==> config.mk <==
export PLATFORM = sky130hd
export DESIGN_NAME = data_gen_ctrl
export DESIGN_NICKNAME = d
export VERILOG_FILES = /design/src/rtl/data_gen_pkg.sv /design/src/rtl/key_debounce.sv /design/src/rtl/data_gen_ctrl.sv
export SDC_FILE = /design/constraint.sdc
export NUM_CORES = 1
export LEC_CHECK = 0
export ABC_AREA = 1
export CAP_MARGIN = 20
export CORE_MARGIN = 5
export CORE_UTILIZATION = 45
export CTS_CLUSTER_SIZE = 10
export DETAILED_ROUTE_END_ITERATION = 6
export SETUP_SLACK_MARGIN = 0.05
export SLEW_MARGIN = 20
export SYNTH_ARGS = -nofsm -noshare
export SYNTH_HDL_FRONTEND = slang
export SYNTH_HIERARCHICAL = 1
export SYNTH_SLANG_ARGS = --single-unit
==> constraint.sdc <==
create_clock -name sysClk -period 1.5 [get_ports sysClk]
set_clock_uncertainty 0.1 [all_clocks]
set_input_delay 0.45 -clock sysClk [delete_from_list [all_inputs] [get_ports sysClk]]
set_output_delay 0.45 -clock sysClk [all_outputs]
set_load 0.01 [all_outputs]
==> src/rtl/data_gen_pkg.sv <==
// rtl/data_gen_pkg.sv - shared constants and state encoding for the demo data counter controller
// Purpose : mode encoding published on the mode output, FSM state type,
//           and default values for the controller parameters.
// Ports   : none (package).
package data_gen_pkg;

   localparam logic [1:0] MODE_MANUAL = 2'b00;
   localparam logic [1:0] MODE_AUTO   = 2'b01;
   localparam logic [1:0] MODE_PAUSE  = 2'b10;

   localparam int DEF_DEBOUNCE_CYCLES = 16;
   localparam int DEF_AUTO_PERIOD     = 8;
   localparam int DEF_DATA_W          = 4;
   localparam int DEF_MAX_VAL         = 15;

   // State codes equal the published mode codes so mode is the state register.
   typedef enum logic [1:0] {
      ST_MANUAL  = MODE_MANUAL,
      ST_AUTO    = MODE_AUTO,
      ST_PAUSE   = MODE_PAUSE,
      ST_ILLEGAL = 2'b11
   } state_e;

endpackage

==> src/rtl/key_debounce.sv <==
// rtl/key_debounce.sv - synchroniser, debouncer and press-event generator for one push-button
// Purpose : turns a raw asynchronous button into a one-cycle registered
//           press event on each accepted rising edge of its debounced level.
// Ports   : clk_i   - clock, rising edge
//           rstn_i  - synchronous active-low reset
//           key_i   - raw button, 1 = pressed
//           press_o - one-cycle pulse per accepted press (releases give nothing)
module key_debounce
   import data_gen_pkg::*;
#(
   parameter int DEBOUNCE_CYCLES = DEF_DEBOUNCE_CYCLES
) (
   input  logic clk_i,
   input  logic rstn_i,
   input  logic key_i,
   output logic press_o
);

   localparam int CNT_W = $clog2(DEBOUNCE_CYCLES + 1);
   localparam logic [CNT_W-1:0] CNT_LAST = CNT_W'(DEBOUNCE_CYCLES - 1);

   logic             sync1_q;
   logic             sync2_q;
   logic [CNT_W-1:0] cnt_q;
   logic [CNT_W-1:0] cnt_d;
   logic             level_q;
   logic             level_d;
   logic             level_prev_q;
   logic             press_q;

   // The count tracks how long the synced input has disagreed with the
   // accepted level; the final disagreeing sample flips the level instead
   // of incrementing, so the flip lands on the edge the count would reach
   // DEBOUNCE_CYCLES.
   always_comb begin
      cnt_d   = cnt_q;
      level_d = level_q;
      if (sync2_q == level_q) begin
         cnt_d = '0;
      end else if (cnt_q == CNT_LAST) begin
         cnt_d   = '0;
         level_d = ~level_q;
      end else begin
         cnt_d = cnt_q + 1'b1;
      end
   end

   always_ff @(posedge clk_i) begin
      if (!rstn_i) begin
         sync1_q      <= 1'b0;
         sync2_q      <= 1'b0;
         cnt_q        <= '0;
         level_q      <= 1'b0;
         level_prev_q <= 1'b0;
         press_q      <= 1'b0;
      end else begin
         sync1_q      <= key_i;
         sync2_q      <= sync1_q;
         cnt_q        <= cnt_d;
         level_q      <= level_d;
         level_prev_q <= level_q;
         // Edge detect on the registered level, so the event trails the
         // level change by one cycle.
         press_q      <= level_q & ~level_prev_q;
      end
   end

   assign press_o = press_q;

endmodule

==> src/rtl/data_gen_ctrl.sv <==
// rtl/data_gen_ctrl.sv - MANUAL/AUTO/PAUSE sequencer for the demo data counter
// Purpose : debounces two buttons, runs the mode FSM and period counter,
//           and owns the wrapping data counter with its step strobe.
// Ports   : sysClk - clock, rising edge
//           sysRst - synchronous active-low reset
//           key    - raw buttons; key[0] = mode, key[1] = step/pause
//           data   - current counter value
//           step   - one-cycle strobe when data shows a new value
//           mode   - 00 MANUAL, 01 AUTO, 10 PAUSE
module data_gen_ctrl
   import data_gen_pkg::*;
#(
   parameter int DEBOUNCE_CYCLES = DEF_DEBOUNCE_CYCLES,
   parameter int AUTO_PERIOD     = DEF_AUTO_PERIOD,
   parameter int DATA_W          = DEF_DATA_W,
   parameter int MAX_VAL         = DEF_MAX_VAL
) (
   input  logic              sysClk,
   input  logic              sysRst,
   input  logic [1:0]        key,
   output logic [DATA_W-1:0] data,
   output logic              step,
   output logic [1:0]        mode
);

   localparam int PER_W = $clog2(AUTO_PERIOD);
   localparam logic [PER_W-1:0]  PER_LAST = PER_W'(AUTO_PERIOD - 1);
   localparam logic [DATA_W-1:0] DATA_MAX = DATA_W'(MAX_VAL);

   logic              press_mode;
   logic              press_step;
   state_e            state_q;
   logic [DATA_W-1:0] data_q;
   logic [DATA_W-1:0] data_d;
   logic              step_q;
   logic [PER_W-1:0]  per_q;

   key_debounce #(.DEBOUNCE_CYCLES(DEBOUNCE_CYCLES)) u_key_mode (
      .clk_i   (sysClk),
      .rstn_i  (sysRst),
      .key_i   (key[0]),
      .press_o (press_mode)
   );

   key_debounce #(.DEBOUNCE_CYCLES(DEBOUNCE_CYCLES)) u_key_step (
      .clk_i   (sysClk),
      .rstn_i  (sysRst),
      .key_i   (key[1]),
      .press_o (press_step)
   );

   // Incremented value with wrap; only ever loaded once per cycle.
   always_comb begin
      data_d = (data_q == DATA_MAX) ? '0 : data_q + 1'b1;
   end

   always_ff @(posedge sysClk) begin
      if (!sysRst) begin
         state_q <= ST_MANUAL;
         data_q  <= '0;
         step_q  <= 1'b0;
         per_q   <= '0;
      end else begin
         step_q <= 1'b0;
         if (press_mode && press_step) begin
            // Both buttons together act as a soft clear from any state.
            state_q <= ST_MANUAL;
            data_q  <= '0;
            per_q   <= '0;
         end else begin
            case (state_q)
               ST_MANUAL: begin
                  if (press_step) begin
                     data_q <= data_d;
                     step_q <= 1'b1;
                  end else if (press_mode) begin
                     state_q <= ST_AUTO;
                     per_q   <= '0;
                  end
               end
               ST_AUTO: begin
                  // Period expiry is independent of button events, so a
                  // pause request on the expiry cycle still gets its step.
                  if (per_q == PER_LAST) begin
                     per_q  <= '0;
                     data_q <= data_d;
                     step_q <= 1'b1;
                  end else begin
                     per_q <= per_q + 1'b1;
                  end
                  if (press_step) begin
                     state_q <= ST_PAUSE;
                  end else if (press_mode) begin
                     state_q <= ST_MANUAL;
                  end
               end
               ST_PAUSE: begin
                  // per_q holds so AUTO resumes mid-period.
                  if (press_step) begin
                     state_q <= ST_AUTO;
                  end else if (press_mode) begin
                     state_q <= ST_MANUAL;
                  end
               end
               default: begin
                  state_q <= ST_MANUAL;
                  per_q   <= '0;
               end
            endcase
         end
      end
   end

   assign data = data_q;
   assign step = step_q;
   assign mode = state_q;

endmodule

==> out/summary.log <==
[outcome] outcome complete, no violations
[synthesis] Unique masters post-synth 16
[die] placeable core region 2520 um^2
[clocking] later-pin clock latency in the skew report 0.33 ns
[die] floorplan die area 3840 um^2
[worst_setup_path] Critical Path AT 1.53 ns
[synthesis] count of yosys warnings during synthesis 6
[sta] timing-limited maximum frequency 0.734 GHz
[synthesis] post-synthesis register bit count 30
[worst_setup_path] worst reg2reg path endpoint u_key_step/cnt_q[2]$_SDFF_PP0_
[clocking] number of CTS-inserted buffers 5
[pwr] Pwr Density 991 nW/um^2
[die] Starting Density 48.1%
[placement] Port-buffer cells 10
[sta] post-route minimum period 1.36 ns
[sta] final count of hold timing violations 0
[global_routing] overall fraction of global-route tracks in use 13.3%
[clocking] H-tree levels 2
[worst_hold_path] worst min path class flip-flop to flip-flop
[placement] area after detailed placement 1410 um^2
[die] horizontal extent of the die 61.9 um
[synthesis] proportion of register bits with asynchronous set or reset after synthesis 0%
[synthesis] share of synthesized area occupied by flip-flops and latches 49.5%
[sta] Max Transition Viols Final 0
[route] overall via count from detail_route 983
[clocking] clk buf depth 2
[clocking] Clock transition at path regs 0.10 ns
[synthesis] cells after synthesis 155
[global_routing] wire length of the first global-routing pass 3690 um
[sta] Finish-stage setup viols 0
[worst_setup_path] source of the critical timing path u_key_step/cnt_q[0]$_SDFF_PP0_
[placement] Detail Placement HPWL 1520 um
[synthesis] Syn Nets 166
[route] Routed Wire Length 2010 um
[clocking] CTS Root Cell clkbuf_4
[worst_setup_path] required time reported for the critical path endpoint 1.66 ns
[worst_setup_path] Crit Path Category flip-flop to flip-flop
[global_routing] number of antenna violations at the first check in global routing 0
[worst_setup_path] reg2reg path depth 7
[die] cell row count 18
[sta] PnR worst setup slack 0.137 ns
[global_routing] number of global-route vias before repair 993
[worst_setup_path] RR Startpoint u_key_step/cnt_q[0]$_SDFF_PP0_
[sta] ratio of final minimum period to clock period 90.9%
[die] total I/O pin count 11
[placement] placer's final routability congestion estimate 0.777
[pwr] total power of the final layout 0.00148 W
[worst_hold_path] Min-Delay Endpoint u_key_mode/press_o$_SDFF_PN0_
[synthesis] cell taking the most area after synthesis dfxtp_1
[route] detail-routed via count per cell 4.62
[sta] worst-margin pin slew 0.265 ns
[worst_hold_path] number of cells on the worst hold path 1
[pwr] Static Leakage 0.661 nW
[route] drc violations 0
[route] antenna viol nets, final 0
[route] post-detailed-route wirelength per cell 9.43 um
[worst_hold_path] startpoint of the tightest hold check path u_key_mode/level_prev_q$_SDFF_PN0_
[clocking] sinks on the clock net 30
[route] length of the first detailed-routing pass in iterations 4
[synthesis] cell area after synthesis 1210 um^2
[synthesis] primary flip-flop cell chosen by synthesis mapping dfxtp_1
[finish] post-layout instance area 1500 um^2
[route] iteration-0 DRC count of the detailed router 27
[synthesis] list of most frequent post-synthesis cells nand2_1, dfxtp_1, nor2_1
[synthesis] main area contributors after synthesis dfxtp_1, nand2_1, nor2_1, ha_1, inv_1
[global_routing] maximum number of pins on one net before global-route repair 12
[pwr] IR Drop Worst-Case VDD 1.05 mV
[synthesis] post-synth top area share 49.5%
[sta] setup repair after global routing missed its margin no
[finish] area grow syn2layout 23.2%
[sta] headroom to the max-slew limit 82.3%
[flow_run] Max Cap Viol 0
[worst_setup_path] category of the worst setup path launch point flip-flop
[placement] setup slack after placement -0.173 ns
[synthesis] Post-synth EDFFs 0
[global_routing] aggregate global routing overflow 0
[finish] antenna fix cells 0
[worst_setup_path] crit-path max FO 5
[clocking] clock tree from TritonCTS built
[worst_setup_path] worst setup slack for register-to-register paths 0.14 ns
[synthesis] per-instance average area after synthesis 7.83 um^2
[worst_setup_path] Crit. End Element flip-flop
[finish] share of cells above drive strength 1 28.4%
[finish] final net count 193
[clocking] count of hold-fix buffers inserted at cts 0
[die] die height 61.9 um
[synthesis] most frequent cell after synthesis nand2_1
-- report_power, final --
group	switching (W)	internal [W]
Clock	0.000285	0.000350
Sequential	0.00000313	0.000803
Combinational	0.0000204	0.0000210
-- metrics by stage --
step / TNS (ns) / instances / util (%) / hold WS [ns]
5_1_grt: 0 / 213 / 59.3 / 0.306
3_3_place_gp: -1.87 / 203 / 56.0 / 0.274
3_5_place_dp: -2.71 / 203 / 56.0 / 0.278
2_1_floorplan: 0 / 155 / - / 0.268
6_report: 0 / 213 / 59.3 / 0.291
4_1_cts: 0 / 212 / 60.2 / 0.294
-- how the worst max path moves through the flow --
stage / endpoint / slack [ns] / depth (start not counted)
2_1_floorplan: u_key_mode/cnt_q[3]$_SDFF_PP0_ / 0.19 / 7
3_3_place_gp: data[1]$_SDFFE_PP0P_ / -0.12 / 5
3_5_place_dp: mode[0]$_SDFFE_PP0P_ / -0.17 / 5
4_1_cts: data[3] / 0.04 / 1
5_1_grt: u_key_mode/cnt_q[1]$_SDFF_PP0_ / 0.05 / 7
6_report: u_key_step/cnt_q[2]$_SDFF_PP0_ / 0.14 / 7
-- worst max-delay path, cell delays in order, from the launching register on --
cell and delay [ns]:
dfxtp_2 0.34, ha_1 0.22, nand2_1 0.07, nor2_1 0.04
ha_2 0.18, nor2_2 0.11, nand3_2 0.13, nor2_1 0.12
-- routing by layer --
metal	vias up	wire length, um	GRT usage [%]
met5	-	0	0
met4	0	33	6.06
met3	5	147	7.02
met2	18	950	22.4
met1	429	876	13.8
li1	531	-	-
-- registers in the layout (all words and copies together), names as in the netlist --
signal / flops
per_q: 3
u_key_mode/sync1_q: 1
u_key_mode/level_prev_q: 1
u_key_step/sync1_q: 1
u_key_mode/cnt_q: 5
u_key_mode/sync2_q: 1
u_key_step/level_prev_q: 1
u_key_mode/level_q: 1
u_key_step/press_o: 1
mode: 2
u_key_step/level_q: 1
u_key_step/cnt_q: 5
data: 4
step: 1
u_key_step/sync2_q: 1
u_key_mode/press_o: 1
-- layout make-up --
class                      instances  area, um^2
clock buffer                       5        37.5
clock inverter                     3        45.0
fill                             249        1030
inverter                          26        97.6
multi-input combinational         99         523
sequential                        30         614
tap                               30        37.5
timing repair buffer              20         140
-- placed cells by master, fill, tap and decap left out, types with 5 or more instances in the layout --
| cell type | instances |
|---|---|
| inv_1 | 23 |
| nand2_1 | 37 |
| a21oi_1 | 7 |
| clkbuf_4 | 5 |
| dfxtp_1 | 19 |
| nor2_1 | 24 |
| buf_4 | 10 |
| o21ai_0 | 5 |
| dfxtp_2 | 11 |
| buf_2 | 7 |
-- cells by family (layout without fill, tap and decap cells) --
| family | Yosys count | after routing | synth area share (%) |
|---|---|---|---|
| adders and majority gates | 7 | 7 | 7.22 |
| xor gates and xnor gates | 2 | 2 | 1.44 |
| DFF | 30 | 30 | 49.5 |
| AOI/OAI and AO/OA | 15 | 15 | 6.80 |
| buffers and inverters | 26 | 54 | 8.04 |
| and+or+nand+nor | 75 | 75 | 27.0 |
-- repair_timing --
item | 4_1_cts | 5_1_grt
endpoints found under the setup margin | 7 | 21
buffers inserted | 1 | 1
gates resized for setup | 27 | 16
pin swaps | 0 | 3
gates cloned | 0 | 0
(Power assumes the default switching activity.)
==> RTL edit (config.mk and constraints unchanged) <==
`DEF_DATA_W`: 4 -> 6.
--- a/src/rtl/data_gen_pkg.sv
+++ b/src/rtl/data_gen_pkg.sv
@@ -10,7 +10,7 @@
 
    localparam int DEF_DEBOUNCE_CYCLES = 16;
    localparam int DEF_AUTO_PERIOD     = 8;
-   localparam int DEF_DATA_W          = 4;
+   localparam int DEF_DATA_W          = 6;
    localparam int DEF_MAX_VAL         = 15;
 
    // State codes equal the published mode codes so mode is the state register.
Ports: changed (resized data); port bits go from 11 to 13. The function was not compared with the original's and may differ.
==> RTL edit against the unedited design <==
- hold slack worse by 0.021 ns
- synthesized area is 11% higher
- global-route usage is 0.20 points higher
- total power is 11% lower
- sequential power is 6.6% higher
- sequential cell count is 2 higher
- routed wire length is 28% higher
- largest power group unchanged
- setup slack better by 0.0059 ns
- via count is 15% higher
- fmax is 0.44% higher
- cell area is 9.0% higher
- critical endpoint is now data[4]
==> RTL edit: results (changes against the unedited design) <==
metric	value	unit	change
Max rail drop VDD	467	uV	was 1050 uV
router iterations before antenna repair	5		was 4
Synth Area in XOR/XNOR	0.0196		was 0.0144
CTS resizes	37		was 27
placed cell count	224		was 203
Leak	0.753	nW	was 0.661 nW
share of the final layout cell area in multi-input gates	0.375		was 0.350
number of global-route vias before repair	1094		was 993
Final non-clock buffer share	0.106		was 0.0937
TritonCTS Sinks	32		was 30
num rows	19		was 18
nets@finish	214		was 193
Netlist cell types	20		was 16
Arrival @ worst endpoint	1.49	ns	was 1.53 ns
top cell types by occurrence after synthesis	sky130_fd_sc_hd__nand2_1 (37), sky130_fd_sc_hd__dfxtp_1 (32), sky130_fd_sc_hd__inv_1 (27), sky130_fd_sc_hd__nor2_1 (22)		was sky130_fd_sc_hd__nand2_1 (37), sky130_fd_sc_hd__dfxtp_1 (30), sky130_fd_sc_hd__nor2_1 (24), sky130_fd_sc_hd__inv_1 (23)
initial drt markers	34		was 27
post-place instance area	1570	sq um	was 1410 sq um
Post-CTS Setup Bufs	0		was 1
ratio of cells with drive above 1 in the final layout	0.313		was 0.284
vias post-DR	1128		was 983
crit share post-route	0.905		was 0.909
power in combinational cells	0.0443	mW	was 0.0413 mW
sequential element share of the synthesized area	0.477		was 0.495
status	finished clean		unchanged
dominant cells by area after synthesis	sky130_fd_sc_hd__dfxtp_1 (48%), sky130_fd_sc_hd__nand2_1 (10%), sky130_fd_sc_hd__inv_1 (7.5%)		was sky130_fd_sc_hd__dfxtp_1 (49%), sky130_fd_sc_hd__nand2_1 (11%), sky130_fd_sc_hd__nor2_1 (7.4%)
HPWL after detailed placement	1800	microns	was 1520 microns
multi-input combinational cell count	109		was 99
Net Switching	0.290	mW	was 0.309 mW
Post-Synth Adder-Cell Area	0.0652		was 0.0722
number of fill cells in the layout	275		was 249
RTL edit: worst min-delay path by stage:
stage                     cells after the start  slack, ns                 end
after floorplan                               1       0.27  u_key_mode/press_o
after global placement                        1       0.27  u_key_mode/press_o
after detailed placement                      1       0.28  u_key_mode/press_o
after CTS                                     1       0.28  u_key_step/press_o
after global routing                          1       0.29  u_key_step/press_o
final                                         1       0.27  u_key_step/press_o
RTL edit: logic make-up after synthesis:
group / after synthesis
and+or+nand+nor: 81
DFF: 32
buffers and inverters: 31
AOI/OAI and AO/OA: 17
adders and majority gates: 7
xor gates and xnor gates: 3
RTL edit: per-layer routing:
metal  track usage  vias to the layer above  share of wire
met5             0                        -              0
met4        0.0633                        0          0.014
met3        0.0639                        5          0.050
met2         0.250                       22           0.52
met1         0.126                      508           0.42
li1              -                      593              -
RTL edit: worst reg2reg max path, delay by kind of cell, from the launching register on:
family	cells	cell delay [ns]
buffers and inverters	2	0.26
AND/OR/NAND/NOR	6	0.60
flip-flops	1	0.32
